===== src/rtl/action_scheduler_if.sv =====
// Key-input strobe and action request/acknowledge bundle between keyboard decoder,
// scheduler and game logic.
interface action_scheduler_if;
  logic [7:0] key_code;
  logic       key_valid;
  logic       act_req;
  logic [1:0] act_code;
  logic       act_ack;

  // key_valid is a one-cycle strobe qualifying key_code. act_req/act_code rise together
  // and stay stable until act_ack is sampled high; act_req drops on the following cycle.
  modport master (
    input  key_code, key_valid, act_ack,
    output act_req, act_code
  );
  modport slave (
    output key_code, key_valid, act_ack,
    input  act_req, act_code
  );
endinterface


===== src/rtl/action_scheduler.sv =====
// Merges gravity ticks and decoded keyboard actions into one request/acknowledge
// stream; gravity wins over queued keys, keys wait in a 4-deep FIFO.
module action_scheduler #(
  parameter int TICK_BASE = 50000000,
  parameter int TICK_STEP = 4000000,
  parameter int MAX_LEVEL = 9
) (
  input  logic                      clk,
  input  logic                      rst,
  input  logic                      start_sig,
  input  logic [3:0]                level,
  action_scheduler_if.master        bus,
  output logic [2:0]                fifo_count,
  output logic                      overflow,
  output logic                      fsm_state
);

  localparam int CW = $clog2(TICK_BASE + 1);
  localparam logic [3:0] MAX_LVL = 4'(MAX_LEVEL);

  localparam logic [1:0] ACT_FALL  = 2'b00;
  localparam logic [1:0] ACT_LEFT  = 2'b01;
  localparam logic [1:0] ACT_RIGHT = 2'b10;
  localparam logic [1:0] ACT_ROT   = 2'b11;

  typedef enum logic {IDLE = 1'b0, BUSY = 1'b1} state_t;

  state_t        state, state_next;
  logic          act_req_q, req_next;
  logic [1:0]    act_code_q, code_next;
  logic          pop, consume;

  logic [CW-1:0] grav_cnt;
  logic          grav_pend;
  logic          brk;

  logic [1:0]    fifo_mem [4];
  logic [1:0]    rd_ptr, wr_ptr;
  logic [2:0]    count;

  logic          key_hit, soft_drop, push, drop, tick;
  logic [1:0]    key_act;
  logic [3:0]    lvl_clamp;
  logic [CW-1:0] period_m1;

  assign bus.act_req  = act_req_q;
  assign bus.act_code = act_code_q;
  assign fifo_count   = count;
  assign fsm_state    = state;

  // The byte following a break prefix (F0) is the released key and never decodes.
  always_comb begin
    key_hit   = 1'b0;
    key_act   = ACT_FALL;
    soft_drop = 1'b0;
    if (start_sig && bus.key_valid && !brk) begin
      case (bus.key_code)
        8'h1C: begin key_hit = 1'b1; key_act = ACT_LEFT;  end
        8'h23: begin key_hit = 1'b1; key_act = ACT_RIGHT; end
        8'h1D: begin key_hit = 1'b1; key_act = ACT_ROT;   end
        8'h1B: begin key_hit = 1'b1; key_act = ACT_FALL; soft_drop = 1'b1; end
        default: ;
      endcase
    end
  end

  assign lvl_clamp = (level > MAX_LVL) ? MAX_LVL : level;
  assign period_m1 = CW'(TICK_BASE - int'(lvl_clamp) * TICK_STEP - 1);
  // >= rather than == so a level increase that shortens the period still ticks promptly
  assign tick      = start_sig && (grav_cnt >= period_m1);

  // A pop in the same cycle frees a slot, so a push into a full FIFO still lands.
  assign push = key_hit && ((count != 3'd4) || pop);
  assign drop = key_hit && !push;

  always_comb begin
    state_next = state;
    req_next   = act_req_q;
    code_next  = act_code_q;
    pop        = 1'b0;
    consume    = 1'b0;
    case (state)
      IDLE: begin
        if (grav_pend) begin
          consume    = 1'b1;
          req_next   = 1'b1;
          code_next  = ACT_FALL;
          state_next = BUSY;
        end else if (count != 3'd0) begin
          pop        = 1'b1;
          req_next   = 1'b1;
          code_next  = fifo_mem[rd_ptr];
          state_next = BUSY;
        end
      end
      BUSY: begin
        if (bus.act_ack) begin
          req_next   = 1'b0;
          state_next = IDLE;
        end
      end
      default: state_next = IDLE;
    endcase
    if (!start_sig) begin
      state_next = IDLE;
      req_next   = 1'b0;
      pop        = 1'b0;
      consume    = 1'b0;
    end
  end

  always_ff @(posedge clk or negedge rst) begin
    if (!rst) begin
      state      <= IDLE;
      act_req_q  <= 1'b0;
      act_code_q <= ACT_FALL;
    end else begin
      state      <= state_next;
      act_req_q  <= req_next;
      act_code_q <= code_next;
    end
  end

  always_ff @(posedge clk) begin
    if (push) fifo_mem[wr_ptr] <= key_act;
  end

  always_ff @(posedge clk or negedge rst) begin
    if (!rst) begin
      rd_ptr    <= 2'd0;
      wr_ptr    <= 2'd0;
      count     <= 3'd0;
      overflow  <= 1'b0;
      grav_cnt  <= '0;
      grav_pend <= 1'b0;
      brk       <= 1'b0;
    end else if (!start_sig) begin
      rd_ptr    <= 2'd0;
      wr_ptr    <= 2'd0;
      count     <= 3'd0;
      overflow  <= 1'b0;
      grav_cnt  <= '0;
      grav_pend <= 1'b0;
      brk       <= 1'b0;
    end else begin
      if (push) wr_ptr <= wr_ptr + 2'd1;
      if (pop)  rd_ptr <= rd_ptr + 2'd1;
      count    <= count + 3'(push) - 3'(pop);
      overflow <= overflow | drop;
      if (bus.key_valid) begin
        if (brk)                        brk <= 1'b0;
        else if (bus.key_code == 8'hF0) brk <= 1'b1;
      end
      if (soft_drop || tick) grav_cnt <= '0;
      else                   grav_cnt <= grav_cnt + CW'(1);
      // A tick arriving while one is still pending is absorbed, not counted.
      grav_pend <= (grav_pend && !consume) || tick;
    end
  end

endmodule

===== src/flat_wrapper.sv =====
// flat-port wrapper written by rule: the top's interface ports become plain ports
module action_scheduler_flat 
#(
  parameter int TICK_BASE = 50000000,
  parameter int TICK_STEP = 4000000,
  parameter int MAX_LEVEL = 9
)
  (clk, rst, start_sig, level, fifo_count, overflow, fsm_state, bus_key_code, bus_key_valid, bus_act_ack, bus_act_req, bus_act_code);
  action_scheduler_if bus_i ();
  input  logic clk;
  input  logic rst;
  input  logic start_sig;
  input  logic [3:0] level;
  output logic [2:0] fifo_count;
  output logic overflow;
  output logic fsm_state;
  input wire logic [$bits(bus_i.key_code)-1:0] bus_key_code;
  input wire logic [$bits(bus_i.key_valid)-1:0] bus_key_valid;
  input wire logic [$bits(bus_i.act_ack)-1:0] bus_act_ack;
  output wire logic [$bits(bus_i.act_req)-1:0] bus_act_req;
  output wire logic [$bits(bus_i.act_code)-1:0] bus_act_code;
  assign bus_i.key_code = bus_key_code;
  assign bus_i.key_valid = bus_key_valid;
  assign bus_i.act_ack = bus_act_ack;
  assign bus_act_req = bus_i.act_req;
  assign bus_act_code = bus_i.act_code;
  action_scheduler #(.TICK_BASE(TICK_BASE), .TICK_STEP(TICK_STEP), .MAX_LEVEL(MAX_LEVEL)) u_core (.clk(clk), .rst(rst), .start_sig(start_sig), .level(level), .bus(bus_i), .fifo_count(fifo_count), .overflow(overflow), .fsm_state(fsm_state));
endmodule

===== config.mk =====
export PLATFORM = sky130hd
export DESIGN_NAME = action_scheduler_flat
export DESIGN_NICKNAME = d
export VERILOG_FILES = /design/src/rtl/action_scheduler_if.sv /design/src/rtl/action_scheduler.sv /design/src/flat_wrapper.sv
export SDC_FILE = /design/constraint.sdc
export NUM_CORES = 1
export LEC_CHECK = 0
export CAP_MARGIN = 15
export CORE_AREA = 3 3 92 94
export CTS_BUF_LIST = sky130_fd_sc_hd__clkbuf_2
export DETAILED_ROUTE_END_ITERATION = 12
export DIE_AREA = 0 0 95 97
export PLACE_DENSITY = 0.73
export RECOVER_POWER = 25
export SLEW_MARGIN = 25
export SYNTH_ARGS = -nofsm -noshare
export SYNTH_HDL_FRONTEND = slang
export SYNTH_SLANG_ARGS = --single-unit

===== constraint.sdc =====
create_clock -name clk -period 2.2 [get_ports clk]
set_input_delay 0.22 -clock clk [delete_from_list [all_inputs] [get_ports clk]]
set_output_delay 0.22 -clock clk [all_outputs]
set_load 0.01 [all_outputs]

==> qor.yml, run 1 <==
status:
  status: "finished with violations"
  violations: "negative setup slack"
sta:
  layout_min_cycle_time_ns: 3.890
  clock_skew_ns: 0.04014
  max_clock_freq_mhz: 257.1
  period_share_pct: 176.8
  setup_viol: 27
  worst_slack_ns: -1.690
  worst_pin_slew_ns: 1.006
  hold_viol: 0
  maxSlewViolCount: 0
  whs_ns: 0.4154
  grt_setup_unrepaired: "yes"
  slew_headroom_pct: 32.95
clocking:
  cts_max_level: 2
  numCtsBuffers: 5
  clock_latency_ns: 0.44
  cts_tree: "yes"
  clk_path_buf_depth: 2
  path_clk_slew_ns: 0.27
  cts-root-buf: "clkbuf_2"
  cts_sinks: 48
route:
  via_count: 2885
  finalWirelength_um: 7838
  drtIter0Drc: 119
  vias_per_cell: 5.152
  wire_per_inst_um: 14.00
  ant_nets: 0
  drc: 0
  dr.pass1.iters: 4
worst_setup_path:
  start_kind: "input pin"
  cp-end-kind: "flop"
  critPathKind: "in -> reg"
  cp_max_fo: 8
  crit_required_ns: 2.56
  cp_data_arrival_time_ns: 4.25
min_path:
  min_path_type: "in -> async"
logic_synthesis:
  synth.avg_cell_area_um2: 9.814
  syn_nets: 414
  async_reset_ff_share_pct: 83.33
  synth_cells: 351
  yosysSeqAreaShare_pct: 36.03
  netlist_area_um2: 3445
  synth_cell_type_count: 53
  synth-main-ff-cell: "dfrtp_1"
  synth_edf_count: 8
  yosys_register_bits: 48
  yosys_warnings: 0
floorplan:
  core_um2: 7727
  start_util_pct: 44.58
  die_h_um: 97
  core.rowCount: 32
  boundaryPins: 25
  die_w_um: 95
  die_area_um2: 9215
layout:
  fin_util_pct: 61.72
  fin_nets: 520
  layout.filler_cells: 600
  area_delta_synth_final_pct: 38.47
  final_common_cell: "buf_4"
  seq_area_um2: 1241
  layout-drive-gt1-share_pct: 33.84
  final_area_um2: 4770
  final_cell_mix: "78 x buf_4, 40 x dfrtp_1, 36 x ha_1"
  n_antenna_cell: 0
  multi_input_area_um2: 2367
placed_design:
  place_congestion: 0.7862
  hpwl_um: 5926
  dpl-instance-area_um2: 4358
  io_buffers: 24
grt:
  grt_pass1_wl_um: 13540
  grt_max_degree: 41
  grt_overflow: 0
  first_global_vias: 3004
  antenna_found_initial: 0
  grtUsageTotal_pct: 18.18
power_and_ir_drop:
  ir_worst_vdd_mv: 0.2844
  finalPower_w: 0.002867
  p_leak_nw: 2.171
  cellPowerDensity_nw_per_um2: 601.1
run:
  max-cap-violations: 0
[flip-flops by register name, summed over array words and instances, names as in the netlist]
register,count
u_core.fsm_state,1
u_core.bus.act_req,1
u_core.brk,1
u_core.overflow,1
u_core.fifo_count,3
u_core.bus.act_code,2
u_core.grav_pend,1
u_core.wr_ptr,2
u_core.grav_cnt,26
u_core.fifo_mem,8
u_core.rd_ptr,2
[metrics by stage]
stage | setup slack (ns) | instances | setup TNS [ns]
after global routing | -1.821 | 560 | -48.12
after global placement | -2.434 | 534 | -66.09
after detailed placement | -2.577 | 534 | -70.31
final | -1.690 | 560 | -44.67
after floorplan | -1.815 | 351 | -47.53
after CTS | -1.623 | 555 | -43.26
[cells by family (layout without fill, tap and decap cells)]
family / count (synthesis) / count (layout) / synth area share [%]
flops: 48 / 48 / 36.03
buf+inv: 30 / 137 / 3.705
compound gates: 43 / 43 / 9.372
simple gates: 131 / 131 / 19.07
fa+ha+maj: 46 / 46 / 17.58
xor+xnor: 47 / 47 / 11.95
mux: 5 / 5 / 2.179
other cells: 1 / 1 / 0.1089
[layout make-up]
| type | instances | share of cell area (%) |
|---|---|---|
| repair buffers | 107 | 18.94 |
| inverters | 22 | 1.731 |
| multi-input cells | 273 | 49.63 |
| clock inverters | 3 | 0.4722 |
| clock buffers | 5 | 0.5247 |
| well taps | 102 | 2.676 |
| flip-flops and latches | 48 | 26.02 |
[power breakdown]
| part | internal, W | leakage [nW] | switching (W) |
|---|---|---|---|
| Clock | 0.0000835 | 0.0333 | 0.000298 |
| Sequential | 0.000973 | 0.612 | 0.0000640 |
| Combinational | 0.000813 | 1.53 | 0.000636 |
| Total | 0.00187 | 2.17 | 0.000998 |
[critical path: stages]
cell and delay [ns]:
buf_2 0.14, or2_4 0.27, ha_4 0.22, fa_1 0.55, ha_4 0.21, nor2b_1 0.12, o21ai_1 0.13, nand2b_1 0.14
xor2_2 0.22, a31oi_1 0.20, xor2_1 0.20, ha_1 0.27, nand4_1 0.18, nor2_1 0.07, a22o_1 0.27, a211oi_4 0.28
o2111ai_4 0.17, buf_12 0.17, buf_12 0.14, nor2_4 0.07
[timing repair]
item,in CTS,in global routing
cloned,1,0
setup endpoints to repair,28,29
buffers inserted,11,8
hold buffers,1,0
hold endpoints to repair,40,0
resized for setup,36,34
pin swaps,22,20
[final timing paths]
| kind | start | end | slack (ns) | cells past startpoint |
|---|---|---|---|---|
| setup / recovery | level[2] | u_core.grav_cnt[19]$_DFF_PN0_ | -1.69 | 20 |
| min in group clk | bus_act_ack | u_core.fsm_state$_DFF_PN0_ | 0.42 | 4 |
| hold / removal | rst | u_core.grav_cnt[14]$_DFF_PN0_ | 0.42 | 2 |
| max in group asynchronous | rst | u_core.grav_cnt[18]$_DFF_PN0_ | 1.13 | 2 |
| hold reg to reg | u_core.bus.act_code[1]$_DFFE_PN0P_ | u_core.bus.act_code[1]$_DFFE_PN0P_ | 0.55 | 2 |
| setup reg to reg | u_core.grav_cnt[12]$_DFF_PN0_ | u_core.grav_cnt[19]$_DFF_PN0_ | -0.29 | 9 |
[metal layers]
| metal | wire length, um | part of all wire, % | vias to the layer above | GRT usage (%) |
|---|---|---|---|---|
| li1 | - | - | 1423 | - |
| met1 | 3359 | 43 | 1408 | 22.83 |
| met2 | 4109 | 52 | 39 | 31.29 |
| met3 | 198 | 2.5 | 15 | 3.110 |
| met4 | 171 | 2.2 | 0 | 5.882 |
| met5 | 0 | 0 | - | 0 |
[cells in the mapped netlist, types with 2 or more instances]
cell	count	area, um^2
nand3_1	16	80.08
buf_6	2	22.52
o21a_1	2	15.01
inv_1	22	82.58
nand2b_1	4	25.02
edfxtp_1	8	240.2
clkbuf_1	6	22.52
a21o_2	3	26.28
nand4_1	9	56.30
o21ai_0	6	30.03
fa_1	4	80.08
nand2_1	16	60.06
mux2i_1	3	30.03
and3_1	5	31.28
nor2_1	51	191.4
xnor2_1	18	157.7
xor2_1	29	254.0
or2_2	2	12.51
nor3_1	7	35.03
a22o_1	2	17.52
a31oi_1	3	18.77
dfrtp_1	40	1001
a211oi_1	2	15.01
a21oi_1	10	50.05
o211ai_1	2	15.01
o2111a_1	2	22.52
o2bb2ai_1	2	17.52
and2_1	7	43.79
mux4_2	2	45.04
ha_1	42	525.5
and2b_2	2	17.52
Power figures use the tool's default switching activity.
==> inputs of run 2 (changes only) <==
--- a/config.mk
+++ b/config.mk
@@ -6,13 +6,14 @@
 export NUM_CORES = 1
 export LEC_CHECK = 0
 export CAP_MARGIN = 15
-export CORE_AREA = 3 3 92 94
+export CORE_AREA = 2 2 91 93
 export CTS_BUF_LIST = sky130_fd_sc_hd__clkbuf_2
 export DETAILED_ROUTE_END_ITERATION = 12
-export DIE_AREA = 0 0 95 97
+export DIE_AREA = 0 0 93 95
 export PLACE_DENSITY = 0.73
 export RECOVER_POWER = 25
 export SLEW_MARGIN = 25
 export SYNTH_ARGS = -nofsm -noshare
 export SYNTH_HDL_FRONTEND = slang
 export SYNTH_SLANG_ARGS = --single-unit
+export TNS_END_PERCENT = 20
==> qor.yml, run 2 (synthesis results as in run 1) <==
layout:
  n_antenna_cell: 0  # unchanged
  layout.filler_cells: 645  # +7.5%
  layout-drive-gt1-share_pct: 32.66  # -1.2 points
  fin_nets: 507  # -2.5%
  top_register: "u_core.grav_cnt"
  final_common_cell: "buf_4"
  final_cell_mix: "62 x buf_4, 40 x dfrtp_1, 35 x ha_1"
  area_delta_synth_final_pct: 37.56
  largest_reg_flops: 26  # unchanged
run:
  max-cap-violations: 0  # unchanged
grt:
  first_global_vias: 2947  # -1.9%
  grt_pass1_wl_um: 13570  # +0.21%
  grt_overflow: 0  # unchanged
  grtUsageTotal_pct: 19.36  # +1.2 points
  antenna_found_initial: 0  # unchanged
  grt_max_degree: 41  # unchanged
clocking:
  numCtsBuffers: 5  # unchanged
  cts_max_level: 2  # unchanged
  cts_tree: "yes"
  cts-root-buf: "clkbuf_2"
  clock_latency_ns: 0.43  # about the same
  cts_sinks: 48  # unchanged
  path_clk_slew_ns: 0.24  # -0.03 ns
  clk_path_buf_depth: 2  # unchanged
sta:
  worst_pin_slew_ns: 0.7481  # -0.2577 ns
  whs_ns: 0.2380  # -0.1774 ns
  clock_skew_ns: 0.02248  # -0.01765 ns
  max_clock_freq_mhz: 248.5  # -3.3%
  hold_viol: 0  # unchanged
  setup_viol: 28  # +3.7%
  layout_min_cycle_time_ns: 4.025  # +0.1346 ns
  setup-tns-final_ns: -46.83  # -2.158 ns
  period_share_pct: 182.9  # +6.1 points
  slew_headroom_pct: 50.13  # +17 points
  worst_slack_ns: -1.825  # -0.1345 ns
  maxSlewViolCount: 0  # unchanged
  grt_setup_unrepaired: "yes"
route:
  ant_nets: 0  # unchanged
  vias_per_cell: 5.222  # +1.4%
  via_count: 2867  # -0.62%
  finalWirelength_um: 8142  # +3.9%
  dr.pass1.iters: 4  # unchanged
  drtIter0Drc: 80  # -33%
  wire_per_inst_um: 14.83  # +6.0%
  drc: 0  # unchanged
placed_design:
  io_buffers: 24  # unchanged
  place_congestion: 0.7746  # -1.5%
  hpwl_um: 5794  # -2.2%
floorplan:
  die_area_um2: 8835  # -4.1%
  core_um2: 7928  # +2.6%
  die_w_um: 93  # -2.1%
  start_util_pct: 43.45  # -1.1 points
  core.rowCount: 33  # +3.1%
  boundaryPins: 25  # unchanged
  die_h_um: 95  # -2.1%
power_and_ir_drop:
  p_int_w: 0.001921  # +2.8%
  switchingPower_w: 0.0009884  # -0.96%
  pwr-share-seq_pct: 35.8  # -0.4 points
  switching_share_pct: 33.97  # -0.84 points
  clockPowerShare_pct: 16.1  # +2.8 points
  ir_worst_vdd_mv: 0.2434  # -14%
  cellPowerDensity_nw_per_um2: 614.0  # +2.2%
  pwr-share-comb_pct: 48.1  # -2.4 points
  p_leak_nw: 2.112  # -2.7%
worst_setup_path:
  cp-end-kind: "flop"
  crit_required_ns: 2.58  # +0.02 ns
  crit_path_cell_trace: "buf_8, nand2b_4, ha_4, inv_2, fa_1, buf_4, fa_2, or3b_4, nor2_4, nand2_2, xnor2_1, ha_1, buf_4, nand4_1, nor3_2, a22o_1, a211oi_4, o2111ai_4, buf_12, buf_16, nor2_4"
  start_kind: "input pin"
  path_delay_family: "adder cells"
  critPathKind: "in -> reg"
  cp_data_arrival_time_ns: 4.41  # +0.16 ns
  cp_max_fo: 7  # -1
  critPathSlowestCell: "fa_1"
  cp_slowest_stage_delay_ns: 0.51  # -0.04 ns
  path_buf_inv: 6  # +3
status:
  status: "finished with violations"
  violations: "negative setup slack"
min_path:
  min_path_type: "in -> async"
run 2: cell count changes in the layout (fill, tap and decap cells not counted), sizes merged:
cell,previous run,this run
buf,85,71
clkinv,2,0
clkbuf,6,8
bufinv,0,1
inv,23,22
run 2: worst register-to-register path: stages, from the launching register on:
cell,delay (ns)
dfrtp_1,0.45
ha_1,0.32
and3_4,0.19
a221o_1,0.36
a22o_1,0.22
a211oi_4,0.27
o2111ai_4,0.20
buf_12,0.19
buf_16,0.15
nor2_4,0.09
run 2: repair_timing:
item / 4_1_cts / 5_1_grt
endpoints found under the setup margin: 28 / 28
pin swaps: 35 / 23
setup buffers: 11 / 1
hold endpoints to repair: 40 / 0
resized for setup: 50 / 34
hold buffers: 1 / 0
cloned: 3 / 0
run 2: cell type report:
class / count / area (um^2) / share of cell area, %
Clock buffer: 6 / 30.03 / 0.6337
Clock inverter: 1 / 30.03 / 0.6337
Inverter: 22 / 85.08 / 1.796
Multi-Input combinational cell: 273 / 2404 / 50.73
Sequential cell: 48 / 1241 / 26.19
Tap cell: 105 / 131.4 / 2.773
Timing Repair Buffer: 94 / 817.0 / 17.24
run 2: metal layers:
| layer | vias to the layer above | GRT usage (%) | wire length [um] |
|---|---|---|---|
| met5 | - | 0 | 0 |
| met4 | 0 | 4.657 | 95 |
| met3 | 12 | 2.634 | 234 |
| met2 | 43 | 35.33 | 4336 |
| met1 | 1419 | 24.32 | 3475 |
| li1 | 1393 | - | - |
run 2: path summary, 6_finish.rpt:
kind	startpoint	end	slack, ns	cells after the start
max in group asynchronous	rst	u_core.brk$_DFFE_PN0P_	0.82	3
worst min register to register	u_core.grav_cnt[0]$_DFF_PN0_	u_core.grav_cnt[0]$_DFF_PN0_	0.52	1
worst min-delay path	rst	u_core.grav_cnt[15]$_DFF_PN0_	0.24	2
worst max-delay path	level[3]	u_core.grav_cnt[24]$_DFF_PN0_	-1.82	21
min in group clk	bus_act_ack	u_core.fsm_state$_DFF_PN0_	0.45	4
worst max register to register	u_core.grav_cnt[12]$_DFF_PN0_	u_core.grav_cnt[24]$_DFF_PN0_	-0.29	9
run 2: power groups by stage:
stage | Clock (W) | Combinational (W) | Sequential, W
3_3_place_gp | 0 | 0.00118 | 0.00104
5_1_grt | 0.000513 | 0.00155 | 0.00105
4_1_cts | 0.000480 | 0.00136 | 0.00103
6_report | 0.000469 | 0.00140 | 0.00104
2_1_floorplan | 0 | 0.000670 | 0.00108
3_5_place_dp | 0 | 0.00122 | 0.00105
run 2: stage by stage:
stage	setup slack, ns	total power (W)	cells	util [%]	area [um^2]
6_report	-1.825	0.002909	549	59.77	4738
3_3_place_gp	-2.478	0.002224	528	53.95	4277
4_1_cts	-1.782	0.002876	550	58.96	4674
2_1_floorplan	-1.819	0.001746	351	-	3543
5_1_grt	-1.917	0.003113	549	59.77	4738
3_5_place_dp	-2.586	0.002270	528	53.95	4277
==> inputs of run 3 (changes only) <==
--- a/config.mk
+++ b/config.mk
@@ -5,12 +5,13 @@
 export SDC_FILE = /design/constraint.sdc
 export NUM_CORES = 1
 export LEC_CHECK = 0
+export ABC_AREA = 1
 export CAP_MARGIN = 15
-export CORE_AREA = 2 2 91 93
+export CORE_AREA = 2 2 99 101
 export CTS_BUF_LIST = sky130_fd_sc_hd__clkbuf_2
 export DETAILED_ROUTE_END_ITERATION = 12
-export DIE_AREA = 0 0 93 95
-export PLACE_DENSITY = 0.73
+export DIE_AREA = 0 0 101 103
+export PLACE_DENSITY = 0.72
 export RECOVER_POWER = 25
 export SLEW_MARGIN = 25
 export SYNTH_ARGS = -nofsm -noshare
==> qor.yml, run 3 <==
sta:
  layout_min_cycle_time_ns: 3.468  # -0.5571 ns
  hold_viol: 0  # unchanged
  slew_headroom_pct: 32.20  # -18 points
  maxSlewViolCount: 0  # unchanged
  worst_pin_slew_ns: 1.017  # +0.2689 ns
  worst_slack_ns: -1.268  # +0.5571 ns
  whs_ns: 0.3154  # +0.07741 ns
  max_clock_freq_mhz: 288.4  # +16%
  clock_skew_ns: 0.04713  # +0.02464 ns
  setup-tns-final_ns: -33.42  # +13.41 ns
  period_share_pct: 157.6  # -25 points
  setup_viol: 27  # -3.6%
  grt_setup_unrepaired: "yes"
worst_setup_path:
  critPathSlowestCell: "fa_1"
  crit_top_cell: "nand2_4"
  cp-end-kind: "flop"
  r2r_cells: 12  # +3
  worstReg2RegStart: "u_core.fifo_count[1]$_DFF_PN0_"
  crit_required_ns: 2.57  # about the same
  cp_data_arrival_time_ns: 3.84  # -0.57 ns
  cp_max_fo: 5  # -2
  critPathKind: "in -> reg"
  r2r-end: "u_core.fifo_count[2]$_DFF_PN0_"
  ff2ff_setup_slack_ns: 0.09  # +0.38 ns
  cp_slowest_stage_delay_ns: 0.52  # about the same
  start_kind: "input pin"
min_path:
  min_to: "u_core.brk$_DFFE_PN0P_"
  hold_depth: 3
  min_path_type: "in -> reg"
  holdCritStartpoint: "bus_key_code[6]"
logic_synthesis:
  synth-simple-area-share_pct: 34.41  # +15 points
  synth-main-ff-cell: "dfrtp_1"
  synth_top_family_by_area: "simple AND/OR/NAND/NOR gates"
  yosys_register_bits: 48  # unchanged
  synth_largest_area_cell: "dfrtp_1"
  synth.area.mux_share_pct: 0  # -2.2 points
  yosysSeqAreaShare_pct: 30.29  # -5.7 points
  synthTopCellsByArea: "dfrtp_1 24%, ha_1 13%, nand2_1 13%, inv_1 7.9%, nand3_1 6.1%"
  synth-compound-area-share_pct: 8.214  # -1.2 points
  netlist_area_um2: 4098  # +19%
  async_reset_ff_share_pct: 83.33  # unchanged
  synth_commonest_cells: "140 x nand2_1, 86 x inv_1, 59 x nor2_1"
  synth_xor_area_share_pct: 2.137  # -9.8 points
  syn_nets: 635  # +53%
  synth-adder-area-share_pct: 14.78  # -2.8 points
  synth.avg_cell_area_um2: 7.164  # -27%
  synth_cell_type_count: 41  # -23%
  synth_cells: 572  # +63%
  yosys_warnings: 0  # unchanged
  netlist.area_leader.share_pct: 24.43  # -4.6 points
  yosysMostFrequentCell: "nand2_1"
  synth_edf_count: 8  # unchanged
status:
  status: "finished with violations"
  violations: "negative setup slack"
floorplan:
  boundaryPins: 25  # unchanged
  start_util_pct: 43.32  # -0.13 points
  die_w_um: 101  # +8.6%
  core_um2: 9459  # +19%
  die_area_um2: 10400  # +18%
  die_h_um: 103  # +8.4%
  core.rowCount: 36  # +9.1%
grt:
  grt_max_degree: 41  # unchanged
  grt_pass1_wl_um: 16790  # +24%
  first_global_vias: 3833  # +30%
  grt_overflow: 0  # unchanged
  grtUsageTotal_pct: 20.21  # +0.85 points
  antenna_found_initial: 0  # unchanged
clocking:
  cts-root-buf: "clkbuf_2"
  clock_latency_ns: 0.45  # +0.02 ns
  path_clk_slew_ns: 0.28  # +0.04 ns
  cts_sinks: 48  # unchanged
  cts_tree: "yes"
  cts_max_level: 2  # unchanged
  numCtsBuffers: 5  # unchanged
  clk_path_buf_depth: 2  # unchanged
run:
  max-cap-violations: 0  # unchanged
layout:
  fin_nets: 719  # +42%
  final_common_cell: "nand2_1"
  fin_util_pct: 57.10  # -2.7 points
  layout-drive-gt1-share_pct: 27.40  # -5.3 points
  largest_reg_flops: 26  # unchanged
  final_cell_mix: "124 x nand2_1, 78 x inv_1, 56 x buf_4"
  area_delta_synth_final_pct: 31.82
  final_area_um2: 5401  # +14%
  top_register: "u_core.grav_cnt"
  n_antenna_cell: 0  # unchanged
route:
  via_count: 3928  # +37%
  drtIter0Drc: 222  # +180%
  wire_per_inst_um: 13.85  # -6.6%
  ant_nets: 0  # unchanged
  vias_per_cell: 5.095  # -2.4%
  finalWirelength_um: 10680  # +31%
  drc: 0  # unchanged
  dr.pass1.iters: 5  # +1
placed_design:
  pre_cts_ws_ns: -2.179  # +0.4069 ns
  place_congestion: 0.9190  # +19%
  hpwl_um: 7897  # +36%
  dpl-instance-area_um2: 4871  # +14%
  io_buffers: 24  # unchanged
power_and_ir_drop:
  cellPowerDensity_nw_per_um2: 582.6  # -5.1%
  ir_worst_vdd_mv: 0.3154  # +30%
  p_leak_nw: 2.638  # +25%
==> run 3: cell types whose count changed after synthesis, moves of 4 or more <==
cell      previous run  this run
xnor2_1             18         2
nand3_1             16        50
and3_1               5         0
inv_1               22        86
nor2_1              51        59
nand2b_1             4         0
a21oi_1             10        18
nand2_1             16       140
nor2_2               0        22
and2_1               7         0
xor2_1              29         8
o21ai_0              6        21
nand2_2              0         7
==> run 3: worst max-delay path by stage <==
stage,endpoint,cells after the start,startpoint,slack [ns]
global placement,u_core.grav_cnt[2]$_DFF_PN0_,27,level[3],-2.03
detailed placement,u_core.grav_cnt[2]$_DFF_PN0_,28,level[2],-2.18
CTS,u_core.grav_cnt[24]$_DFF_PN0_,26,level[2],-1.20
floorplan,u_core.grav_cnt[7]$_DFF_PN0_,23,level[2],-1.05
finish,u_core.grav_cnt[15]$_DFF_PN0_,25,level[2],-1.27
global route,u_core.grav_cnt[14]$_DFF_PN0_,26,level[2],-1.42
==> run 3: where the power goes <==
group | internal (W) | switching [W] | total, W
Sequential | 0.000978 | 0.0000601 | 0.00104
Combinational | 0.000681 | 0.000803 | 0.00148
Clock | 0.000309 | 0.000317 | 0.000626
Total | 0.00197 | 0.00118 | 0.00315
==> run 3: critical path, delay by kind of cell <==
family | cells | cell delay [ns]
and+or+nand+nor | 9 | 0.76
adders and majority gates | 4 | 1.37
buffers and inverters | 8 | 0.95
AOI/OAI and AO/OA | 4 | 0.53
==> run 3: final cells by class <==
class | instances | area [um^2]
inverter | 89 | 342.8
clock buffer | 5 | 25.02
timing repair buffer | 88 | 800.8
fill | 860 | 4058
tap | 114 | 142.6
sequential | 48 | 1241
clock inverter | 3 | 68.82
multi-input combinational | 424 | 2780
==> run 3: stage by stage <==
stage / cells / total power, W
after global routing: 771 / 0.003356
after CTS: 768 / 0.002965
after floorplan: 572 / 0.001769
after detailed placement: 751 / 0.002281
final: 771 / 0.003147
after global placement: 751 / 0.002221
==> run 3: routing by layer <==
layer | wire (um) | vias to the layer above | global-route usage, %
met5 | 0 | - | 0
met4 | 211 | 0 | 5.925
met3 | 406 | 19 | 2.441
met2 | 5493 | 96 | 37.69
met1 | 4568 | 1817 | 24.45
li1 | - | 1996 | -
==> run 3: cell families (layout without fill, tap and decap cells) <==
| family | after synthesis | in the layout |
|---|---|---|
| DFF | 48 | 48 |
| other | 1 | 1 |
| xor gates and xnor gates | 10 | 10 |
| adders and majority gates | 46 | 46 |
| and+or+nand+nor | 309 | 309 |
| buffers and inverters | 100 | 185 |
| AOI/OAI and AO/OA | 58 | 58 |
==> run 3: timing repair <==
action                                  4_1_cts  5_1_grt
hold buffers                                  1        0
pin swaps                                    24       10
gates cloned                                  1        1
setup buffers                                 7        2
gates resized for setup                      43       44
endpoints found under the hold margin        40        0
endpoints found under the setup margin       27       29
